<file path="config.mk">
export PLATFORM = sky130hd
export DESIGN_NAME = core_id_pipe
export DESIGN_NICKNAME = d
export VERILOG_FILES = /design/src/rtl/core_id_pipe.sv
export SDC_FILE = /design/constraint.sdc
export NUM_CORES = 1
export LEC_CHECK = 0
export CAP_MARGIN = 10
export CORE_ASPECT_RATIO = 0.75
export CORE_MARGIN = 3
export CORE_UTILIZATION = 38
export DETAILED_ROUTE_END_ITERATION = 6
export SETUP_SLACK_MARGIN = 0.3
export SYNTH_ARGS = -nofsm -noshare
export SYNTH_HDL_FRONTEND = slang
export SYNTH_SLANG_ARGS = --single-unit
</file>
<file path="constraint.sdc">
create_clock -name clk -period 2.8 [get_ports clk]
set_input_delay 0.28 -clock clk [delete_from_list [all_inputs] [get_ports clk]]
set_output_delay 0.28 -clock clk [all_outputs]
set_load 0.03 [all_outputs]
</file>
<file path="src/rtl/core_id_pipe.sv">
// ============================================================================
// Module   : core_id_pipe
// Purpose  : Handshaked RV32I decode stage with 2-entry skid buffer,
//            load-use stall, flush and a registered output stage.
// Revision : 1.0 - initial release
// ============================================================================
`default_nettype none

module core_id_pipe #(
  parameter int XLEN  = 32,
  parameter int RA_W  = 5,
  parameter int ALU_W = 4
) (
  input  logic             clk,
  input  logic             rst,
  input  logic             flush,
  input  logic             in_valid,
  output logic             in_ready,
  input  logic [31:0]      in_inst,
  input  logic [XLEN-1:0]  in_addr,
  output logic [RA_W-1:0]  reg1_raddr,
  output logic [RA_W-1:0]  reg2_raddr,
  input  logic [XLEN-1:0]  reg1_rdata,
  input  logic [XLEN-1:0]  reg2_rdata,
  input  logic             haz_load,
  input  logic [RA_W-1:0]  haz_rd,
  output logic             out_valid,
  input  logic             out_ready,
  output logic [31:0]      out_inst,
  output logic [XLEN-1:0]  out_addr,
  output logic             out_we,
  output logic [RA_W-1:0]  out_rd,
  output logic [XLEN-1:0]  out_opnum1,
  output logic [XLEN-1:0]  out_opnum2,
  output logic [ALU_W-1:0] out_alu_func,
  output logic [XLEN-1:0]  out_imm,
  output logic [XLEN-1:0]  out_store_data,
  output logic             out_is_load,
  output logic             out_is_store,
  output logic             out_is_branch,
  output logic             out_is_jump,
  output logic             out_illegal
);

  localparam logic [6:0] c_op_lui    = 7'b0110111;
  localparam logic [6:0] c_op_auipc  = 7'b0010111;
  localparam logic [6:0] c_op_jal    = 7'b1101111;
  localparam logic [6:0] c_op_jalr   = 7'b1100111;
  localparam logic [6:0] c_op_branch = 7'b1100011;
  localparam logic [6:0] c_op_load   = 7'b0000011;
  localparam logic [6:0] c_op_store  = 7'b0100011;
  localparam logic [6:0] c_op_imm    = 7'b0010011;
  localparam logic [6:0] c_op_reg    = 7'b0110011;

  localparam logic [ALU_W-1:0] c_alu_add  = ALU_W'(0);
  localparam logic [ALU_W-1:0] c_alu_sub  = ALU_W'(1);
  localparam logic [ALU_W-1:0] c_alu_xor  = ALU_W'(2);
  localparam logic [ALU_W-1:0] c_alu_or   = ALU_W'(3);
  localparam logic [ALU_W-1:0] c_alu_and  = ALU_W'(4);
  localparam logic [ALU_W-1:0] c_alu_sll  = ALU_W'(5);
  localparam logic [ALU_W-1:0] c_alu_srl  = ALU_W'(6);
  localparam logic [ALU_W-1:0] c_alu_sra  = ALU_W'(7);
  localparam logic [ALU_W-1:0] c_alu_slt  = ALU_W'(8);
  localparam logic [ALU_W-1:0] c_alu_sltu = ALU_W'(9);

  localparam logic [XLEN-1:0] c_four = XLEN'(4);

  // Skid buffer: entry 0 is always the head, entry 1 the tail when full.
  logic [31:0]     r_inst0, r_inst1;
  logic [XLEN-1:0] r_addr0, r_addr1;
  logic [1:0]      r_count;
  logic            r_in_ready;

  logic             r_out_valid;
  logic [31:0]      r_out_inst;
  logic [XLEN-1:0]  r_out_addr;
  logic             r_out_we;
  logic [RA_W-1:0]  r_out_rd;
  logic [XLEN-1:0]  r_out_op1;
  logic [XLEN-1:0]  r_out_op2;
  logic [ALU_W-1:0] r_out_func;
  logic [XLEN-1:0]  r_out_imm;
  logic [XLEN-1:0]  r_out_sdata;
  logic             r_out_load, r_out_store, r_out_branch, r_out_jump, r_out_illegal;

  logic [6:0]      w_opcode;
  logic [2:0]      w_f3;
  logic [RA_W-1:0] w_rs1, w_rs2, w_rd;
  logic            w_f7_ok;
  logic [XLEN-1:0] w_imm_i, w_imm_s, w_imm_b, w_imm_u, w_imm_j, w_shamt;
  logic [ALU_W-1:0] w_func_f3;

  logic [XLEN-1:0]  w_op1, w_op2, w_imm;
  logic [ALU_W-1:0] w_func;
  logic             w_we, w_is_load, w_is_store, w_is_branch, w_is_jump, w_illegal;
  logic             w_use_rs1, w_use_rs2;

  logic       w_head_valid, w_hazard, w_issue, w_push;
  logic [1:0] w_count_next;

  assign w_opcode = r_inst0[6:0];
  assign w_f3     = r_inst0[14:12];
  assign w_rd     = r_inst0[11:7];
  assign w_rs1    = r_inst0[19:15];
  assign w_rs2    = r_inst0[24:20];
  assign w_f7_ok  = (r_inst0[31:25] == 7'h00) || (r_inst0[31:25] == 7'h20);

  assign w_imm_i = {{(XLEN-12){r_inst0[31]}}, r_inst0[31:20]};
  assign w_imm_s = {{(XLEN-12){r_inst0[31]}}, r_inst0[31:25], r_inst0[11:7]};
  assign w_imm_b = {{(XLEN-12){r_inst0[31]}}, r_inst0[7], r_inst0[30:25], r_inst0[11:8], 1'b0};
  assign w_imm_u = {{(XLEN-32){r_inst0[31]}}, r_inst0[31:12], 12'b0};
  assign w_imm_j = {{(XLEN-20){r_inst0[31]}}, r_inst0[19:12], r_inst0[20], r_inst0[30:21], 1'b0};
  assign w_shamt = {{(XLEN-5){1'b0}}, r_inst0[24:20]};

  assign reg1_raddr = w_rs1;
  assign reg2_raddr = w_rs2;

  // Bit 30 picks SUB/SRA for register ops and SRAI for immediate shifts.
  always_comb begin
    w_func_f3 = c_alu_add;
    case (w_f3)
      3'b000:  w_func_f3 = r_inst0[30] ? c_alu_sub : c_alu_add;
      3'b001:  w_func_f3 = c_alu_sll;
      3'b010:  w_func_f3 = c_alu_slt;
      3'b011:  w_func_f3 = c_alu_sltu;
      3'b100:  w_func_f3 = c_alu_xor;
      3'b101:  w_func_f3 = r_inst0[30] ? c_alu_sra : c_alu_srl;
      3'b110:  w_func_f3 = c_alu_or;
      default: w_func_f3 = c_alu_and;
    endcase
  end

  always_comb begin
    w_op1       = '0;
    w_op2       = '0;
    w_func      = c_alu_add;
    w_imm       = '0;
    w_we        = 1'b0;
    w_is_load   = 1'b0;
    w_is_store  = 1'b0;
    w_is_branch = 1'b0;
    w_is_jump   = 1'b0;
    w_illegal   = 1'b0;
    w_use_rs1   = 1'b0;
    w_use_rs2   = 1'b0;
    case (w_opcode)
      c_op_reg: begin
        w_use_rs1 = 1'b1;
        w_use_rs2 = 1'b1;
        w_op1     = reg1_rdata;
        w_op2     = reg2_rdata;
        w_func    = w_func_f3;
        w_we      = 1'b1;
        w_illegal = !w_f7_ok;
      end
      c_op_imm: begin
        w_use_rs1 = 1'b1;
        w_op1     = reg1_rdata;
        w_imm     = w_imm_i;
        w_we      = 1'b1;
        if (w_f3 == 3'b001 || w_f3 == 3'b101) begin
          w_op2     = w_shamt;
          w_func    = w_func_f3;
          w_illegal = !w_f7_ok;
        end else begin
          w_op2  = w_imm_i;
          w_func = (w_f3 == 3'b000) ? c_alu_add : w_func_f3;
        end
      end
      c_op_lui: begin
        w_op2 = w_imm_u;
        w_imm = w_imm_u;
        w_we  = 1'b1;
      end
      c_op_auipc: begin
        w_op1 = in_addr_head();
        w_op2 = w_imm_u;
        w_imm = w_imm_u;
        w_we  = 1'b1;
      end
      c_op_jal: begin
        w_op1     = r_addr0;
        w_op2     = c_four;
        w_imm     = w_imm_j;
        w_is_jump = 1'b1;
        w_we      = 1'b1;
      end
      c_op_jalr: begin
        w_use_rs1 = 1'b1;
        w_op1     = r_addr0;
        w_op2     = c_four;
        w_imm     = w_imm_i;
        w_is_jump = 1'b1;
        w_we      = 1'b1;
      end
      c_op_load: begin
        w_use_rs1 = 1'b1;
        w_op1     = reg1_rdata;
        w_op2     = w_imm_i;
        w_imm     = w_imm_i;
        w_is_load = 1'b1;
        w_we      = 1'b1;
        w_illegal = (w_f3 == 3'b011) || (w_f3 == 3'b110) || (w_f3 == 3'b111);
      end
      c_op_store: begin
        w_use_rs1  = 1'b1;
        w_use_rs2  = 1'b1;
        w_op1      = reg1_rdata;
        w_op2      = w_imm_s;
        w_imm      = w_imm_s;
        w_is_store = 1'b1;
        w_illegal  = (w_f3[2] == 1'b1) || (w_f3 == 3'b011);
      end
      c_op_branch: begin
        w_use_rs1   = 1'b1;
        w_use_rs2   = 1'b1;
        w_op1       = reg1_rdata;
        w_op2       = reg2_rdata;
        w_imm       = w_imm_b;
        w_is_branch = 1'b1;
        case (w_f3)
          3'b000, 3'b001: w_func = c_alu_sub;
          3'b100, 3'b101: w_func = c_alu_slt;
          3'b110, 3'b111: w_func = c_alu_sltu;
          default:        w_illegal = 1'b1;
        endcase
      end
      default: w_illegal = 1'b1;
    endcase
    if (w_illegal) begin
      w_we        = 1'b0;
      w_is_load   = 1'b0;
      w_is_store  = 1'b0;
      w_is_branch = 1'b0;
      w_is_jump   = 1'b0;
    end
    if (w_rd == '0) w_we = 1'b0;
  end

  function automatic logic [XLEN-1:0] in_addr_head();
    return r_addr0;
  endfunction

  assign w_head_valid = (r_count != 2'd0);
  assign w_hazard     = haz_load && (haz_rd != '0) &&
                        ((w_use_rs1 && (haz_rd == w_rs1)) || (w_use_rs2 && (haz_rd == w_rs2)));
  assign w_issue      = !flush && w_head_valid && !w_hazard && (!r_out_valid || out_ready);
  assign w_push       = !flush && in_valid && r_in_ready;

  always_comb begin
    w_count_next = r_count;
    if (w_push && !w_issue)      w_count_next = r_count + 2'd1;
    else if (!w_push && w_issue) w_count_next = r_count - 2'd1;
  end

  always_ff @(posedge clk or negedge rst) begin
    if (!rst) begin
      r_inst0    <= '0;
      r_inst1    <= '0;
      r_addr0    <= '0;
      r_addr1    <= '0;
      r_count    <= 2'd0;
      r_in_ready <= 1'b1;
    end else if (flush) begin
      r_count    <= 2'd0;
      r_in_ready <= 1'b1;
    end else begin
      r_count    <= w_count_next;
      r_in_ready <= (w_count_next < 2'd2);
      // Entry 0 refills from entry 1 on pop, or from the input when it empties.
      if (w_issue) begin
        if (r_count == 2'd2) begin
          r_inst0 <= r_inst1;
          r_addr0 <= r_addr1;
          if (w_push) begin
            r_inst1 <= in_inst;
            r_addr1 <= in_addr;
          end
        end else if (w_push) begin
          r_inst0 <= in_inst;
          r_addr0 <= in_addr;
        end
      end else if (w_push) begin
        if (r_count == 2'd0) begin
          r_inst0 <= in_inst;
          r_addr0 <= in_addr;
        end else begin
          r_inst1 <= in_inst;
          r_addr1 <= in_addr;
        end
      end
    end
  end

  always_ff @(posedge clk or negedge rst) begin
    if (!rst) begin
      r_out_valid   <= 1'b0;
      r_out_inst    <= '0;
      r_out_addr    <= '0;
      r_out_we      <= 1'b0;
      r_out_rd      <= '0;
      r_out_op1     <= '0;
      r_out_op2     <= '0;
      r_out_func    <= '0;
      r_out_imm     <= '0;
      r_out_sdata   <= '0;
      r_out_load    <= 1'b0;
      r_out_store   <= 1'b0;
      r_out_branch  <= 1'b0;
      r_out_jump    <= 1'b0;
      r_out_illegal <= 1'b0;
    end else if (flush) begin
      r_out_valid <= 1'b0;
    end else if (w_issue) begin
      r_out_valid   <= 1'b1;
      r_out_inst    <= r_inst0;
      r_out_addr    <= r_addr0;
      r_out_we      <= w_we;
      r_out_rd      <= w_rd;
      r_out_op1     <= w_op1;
      r_out_op2     <= w_op2;
      r_out_func    <= w_func;
      r_out_imm     <= w_imm;
      r_out_sdata   <= reg2_rdata;
      r_out_load    <= w_is_load;
      r_out_store   <= w_is_store;
      r_out_branch  <= w_is_branch;
      r_out_jump    <= w_is_jump;
      r_out_illegal <= w_illegal;
    end else if (out_ready) begin
      r_out_valid <= 1'b0;
    end
  end

  assign in_ready       = r_in_ready;
  assign out_valid      = r_out_valid;
  assign out_inst       = r_out_inst;
  assign out_addr       = r_out_addr;
  assign out_we         = r_out_we;
  assign out_rd         = r_out_rd;
  assign out_opnum1     = r_out_op1;
  assign out_opnum2     = r_out_op2;
  assign out_alu_func   = r_out_func;
  assign out_imm        = r_out_imm;
  assign out_store_data = r_out_sdata;
  assign out_is_load    = r_out_load;
  assign out_is_store   = r_out_store;
  assign out_is_branch  = r_out_branch;
  assign out_is_jump    = r_out_jump;
  assign out_illegal    = r_out_illegal;

endmodule

`default_nettype wire

</file>
# Word level (Yosys, flattened, before mapping)
# Index checks and enable logic that the tools add are counted.
# totals
word_cells	151
regBits	339
output_inout_bits	219
# classes
n_reduce_logical	51
order_cmp	1
eq_ne	23
bitwise_logic	1
muxes	52
add_sub_neg	2
# ops
operator	n
$mux W32	19
$pmux W32 S6	1
$pmux W32 S5	1
$pmux W32 S2	1
$eq A7 B6 Y1 const B	4
$pmux W4 S7	1
$pmux W4 S3	2
$eq A7 B7 Y1 const B	3
$mux W1	21
$eq A7 B5 Y1 const B	2
$eq A3 B3 Y1 const B	4
$reduce_or A2 Y1	6
$reduce_or A6 Y1	2
$logic_and A1 B1 Y1	11
$eq A5 B5 Y1	2
$reduce_or A3 Y1	3
$mux W4	2
$reduce_bool A2 Y1	4
$eq A7 B2 Y1 const B	1
$logic_not A7 Y1	1
$logic_or A1 B1 Y1	7
$reduce_or A7 Y1	1
$eq A3 B2 Y1 const B	2
$logic_not A1 Y1	6
20 further kinds	23

# Depth between registers and ports, before layout
# depth
word_depth	14
depth_mapped	10
ltp_nobuf	8

# Worst setup path before layout
# OpenSTA, ideal clock, no wires.
# synth_timing
path_kind	register -> register
start	register r_inst0[2]
end	register r_addr1[10]
required_ps	2675
path_stages_with_launch	10
setup_time_ps	125
setup_slack_ps	402
path_buffers	3
arrival_ps	2273
period_less_slack_ps	2398
cell_sequence	dfrtp_1 -> buf_6 -> and4bb_1 -> nand2_1 -> or3_4 -> a21oi_4 -> o311a_1 -> buf_4 -> buf_8 -> mux2_4
# synth_via
elab_chain_cells	11
elab_cells_between_ends	22
cone_classes	eq/ne (8); mux (3); reduce/logical (11)
# synth_rtl
item	line_no	text
from (decl)	69	logic [31:0] r_inst0, r_inst1;
from (signal assigned)	273	r_inst0 <= r_inst1;
from (signal assigned)	280	r_inst0 <= in_inst;
from (signal assigned)	285	r_inst0 <= in_inst;
$eq A7 B7 Y1 (tied with other cells)	146	case (w_opcode)
$reduce_or A6 Y1 (no line) or $reduce_or A3 Y1 (tied branches)	--	
$mux W1	146	
$logic_and A1 B1 Y1	246	((w_use_rs1 && (haz_rd == w_rs1)) || (w_use_rs2 && (haz_rd == w_rs2)));
$logic_or A1 B1 Y1 *	246	
$logic_and A1 B1 Y1 *	245	assign w_hazard = haz_load && (haz_rd != '0) &&
$logic_not A1 Y1 *	247	assign w_issue = !flush && w_head_valid && !w_hazard && (!r_out_valid || out_ready);
$logic_and A1 B1 Y1 * (2 in a row)	247	
$ne A2 B1 Y1 (no line) (tied with other cells)	--	
$reduce_and A5 Y1 (no line)	--	
to (signal assigned)	277	r_addr1 <= in_addr;
to (signal assigned)	289	r_addr1 <= in_addr;
to (decl)	70	logic [XLEN-1:0] r_addr0, r_addr1;
# Every way passes the cells marked *; elsewhere a longest branch is shown, timed or not.
# A chain may end at the register's enable or synchronous reset.

# Worst setup path after layout
# layout_timing
start	register r_inst0[3]
end	register r_addr0[30]
# layout_via
elab_chain_cells	11
elab_cells_between_ends	21
cone_classes	eq/ne (6); mux (3); reduce/logical (12)
# layout_rtl
item	line_no	text
$eq A7 B7 Y1 (tied with other cells)	146	
$reduce_or A6 Y1 (no line) or $reduce_or A3 Y1 (tied branches)	--	
$mux W1	146	
$logic_and A1 B1 Y1	246	
$logic_or A1 B1 Y1 *	246	
$logic_and A1 B1 Y1 *	245	
$logic_not A1 Y1 *	247	
$logic_and A1 B1 Y1 * (2 in a row)	247	
$reduce_bool A2 Y1 (no line)	--	
$reduce_and A4 Y1 (no line)	--	
to (signal assigned)	274	r_addr0 <= r_addr1;
to (signal assigned)	281	r_addr0 <= in_addr;
to (signal assigned)	286	r_addr0 <= in_addr;
to (decl)	70	
# Marks and branches as above.

==> results.ini <==
[global_routing]
grt_pass1_wl_um = 78800
grt_max_degree = 78
use_met2 = 0.354
met1_usage = 0.351
use_met3 = 0.0435
first_global_vias = 12375
antenna_found_initial = 3
grt_util_all_layers = 0.234
overflow = 0
grt.busiest_layer = met2

[critical_path]
startpoint = r_inst0[3]
required_ns = 3.25
crit_fanout = 9
start_kind = flop
crit_path_end_kind = flop
reg2reg_from = r_inst0[3]
arrival_ns = 2.90
crit_type = reg2reg

[yosys]
ys.flop_type = dfrtp_1
ys_types = 61
yosys_warnings = 0
ys_seq_elements = 334
synth-edff-count = 0
async_flop_share = 1.00
syn_area_per_cell_um2 = 12.2
yosys.area.top_type_share = 0.538
yosysTopAreaCell = dfrtp_1
synth_nets = 1415
netlist_instances = 1270
synth_area_um2 = 15500
seq_area_frac_synth = 0.540
synth_area_leaders = dfrtp_1, mux2_2, mux2_4

[layout]
nets = 1779
final_cells = 2180
fin_util = 0.535
layout-drive-gt1-share = 0.264
layout_common_cells = clkdlybuf4s50_1, dfrtp_1, mux2_2
multi_input_area_um2 = 6490
layout_commonest_cell = clkdlybuf4s50_1
register_area_um2 = 8360
fin_area_um2 = 21400
fillCellCount = 3396
area_delta_synth_final_pct = 38.0

[timing]
worst_slack_ns = 0.355
finalCritPeriodShare = 0.873
setup_viol_count_final = 0
rsz0062_at_grt = no
finalCriticalPeriod_ns = 2.44
slew_headroom = 0.450
fmax_mhz = 409
skew_ns = 0.0230
worst_slew_pin_slew_ns = 0.826
finalHoldViolations = 0
maxSlewViolCount = 0

[routing]
vias_per_cell = 5.63
drt_iter0_markers = 1019
avgRoutedWirePerCell_um = 23.9
drc = 0
dr.pass1.iters = 5
ant_nets = 0
drt-total-wl_um = 52100
num_vias = 12271

[placement]
place_area_um2 = 20000
pre_cts_ws_ns = -0.0374
dp_hpwl_um = 35200
place.gp.congestion = 0.850
placedCellCount = 2107
io_buffers = 357

[pwr]
cellLeakagePower_nw = 9.25
power.density_nw_per_um2 = 1130
ir_worst_vdd_v = 0.000688
power.total_mw = 24.1

[floorplan]
initial_utilization = 0.388
placementRows = 63
die_area_um2 = 43200
die_x_um = 239
die_y_um = 181
io-pin-count = 358
core-area_um2 = 39900

[clock_network]
path_clk_slew_ns = 0.06
cts_tree = done
clk_latency_ns = 0.54
numCtsBuffers = 37
cts_sinks = 334
h-tree-depth = 2
cts-root-buf = clkbuf_16
clk_path_buf_depth = 3

[job]
max-cap-violations = 0

[outcome]
status = completed

[worst_hold_path]
hp-class = in2async

## layer usage
metal,part of all wire,up-vias
li1,-,5418
met1,0.47,6344
met2,0.45,452
met3,0.065,57
met4,0.018,0
met5,0,-
## power breakdown
part	switching, mW	leakage, nW	internal (mW)
registers	1.46	4.23	6.76
logic	5.89	4.42	5.12
clock network	2.02	0.593	2.88
total	9.37	9.25	14.8
## flip-flops by register name, indices dropped and copies added, names as in the netlist, 2 cells and up
name	flops
out_opnum2	32
out_store_data	32
out_alu_func	4
out_inst	32
out_imm	32
r_addr1	32
out_addr	32
r_inst0	32
r_inst1	32
r_addr0	32
r_count	2
out_opnum1	32
## metrics by stage
stage               TNS, ns  hold slack [ns]
floorplan                 0          -0.0156
global placement          0            0.299
detailed placement   -0.412            0.311
CTS                       0            0.333
global route              0            0.353
finish                    0            0.305
## what timing repair did
item | CTS | global route
gates resized for setup | 4 | 8
hold buffers | 1 | 0
pin swaps | 0 | 4
endpoints found under the hold margin | 69 | 0
setup buffers | 0 | 4
cloned | 0 | 3
setup endpoints to repair | 119 | 297
## cells by family (layout without fill, tap and decap cells)
logic type               after synthesis  count (layout)  synth area share
AO/OA/AOI/OAI                        244             244             0.108
XOR/XNOR                              12              12           0.00679
adder cells (fa/ha/maj)                6               6           0.00485
buffers and inverters                138             526            0.0472
flip-flops                           334             334             0.540
multiplexers                         259             259             0.203
other                                  0               1                 0
AND/OR/NAND/NOR                      277             278            0.0902
## cell type report
| cell class | instances | area share |
|---|---|---|
| clock inverters | 9 | 0.00387 |
| clock buffers | 55 | 0.0527 |
| multi-input cells | 799 | 0.304 |
| diodes | 1 | 0.000117 |
| repair buffers | 451 | 0.215 |
| flip-flops and latches | 334 | 0.392 |
| inverters | 11 | 0.00193 |
| well taps | 520 | 0.0305 |
## cells in the mapped netlist, types with 7 or more instances
cell type,number
mux2_2,198
nor4_1,63
nand3_1,77
buf_2,23
a31oi_1,62
nand2_1,86
o21ai_1,12
a21oi_1,7
o21ai_0,69
buf_4,17
a22o_1,44
o31ai_1,15
inv_1,11
nor2_1,19
mux2_4,60
dfrtp_1,333
clkbuf_1,68
buf_6,7
xnor2_1,9
a221o_1,8
nor3_1,8
## path summary, 6_finish.rpt
path | to | slack (ns) | cells past startpoint
max | r_addr0[30] | 0.36 | 9
min | out_opnum2[27] | 0.30 | 2
max reg2reg | r_addr0[30] | 0.36 | 9
min reg2reg | out_addr[23] | 0.50 | 1
max in group asynchronous | out_inst[8] | 1.60 | 3
min in group clk | r_addr0[25] | 0.36 | 3
## worst max-delay path: stages, from the launching register on
cell and delay (ns):
dfrtp_2 0.43, and4bb_1 0.33, nand2_2 0.10, or3_4 0.41, buf_4 0.16, a211oi_4 0.31, buf_6 0.19, buf_6 0.17
o21ai_0 0.09, a31oi_1 0.19
Note: power is estimated with default switching activity, not from simulation.
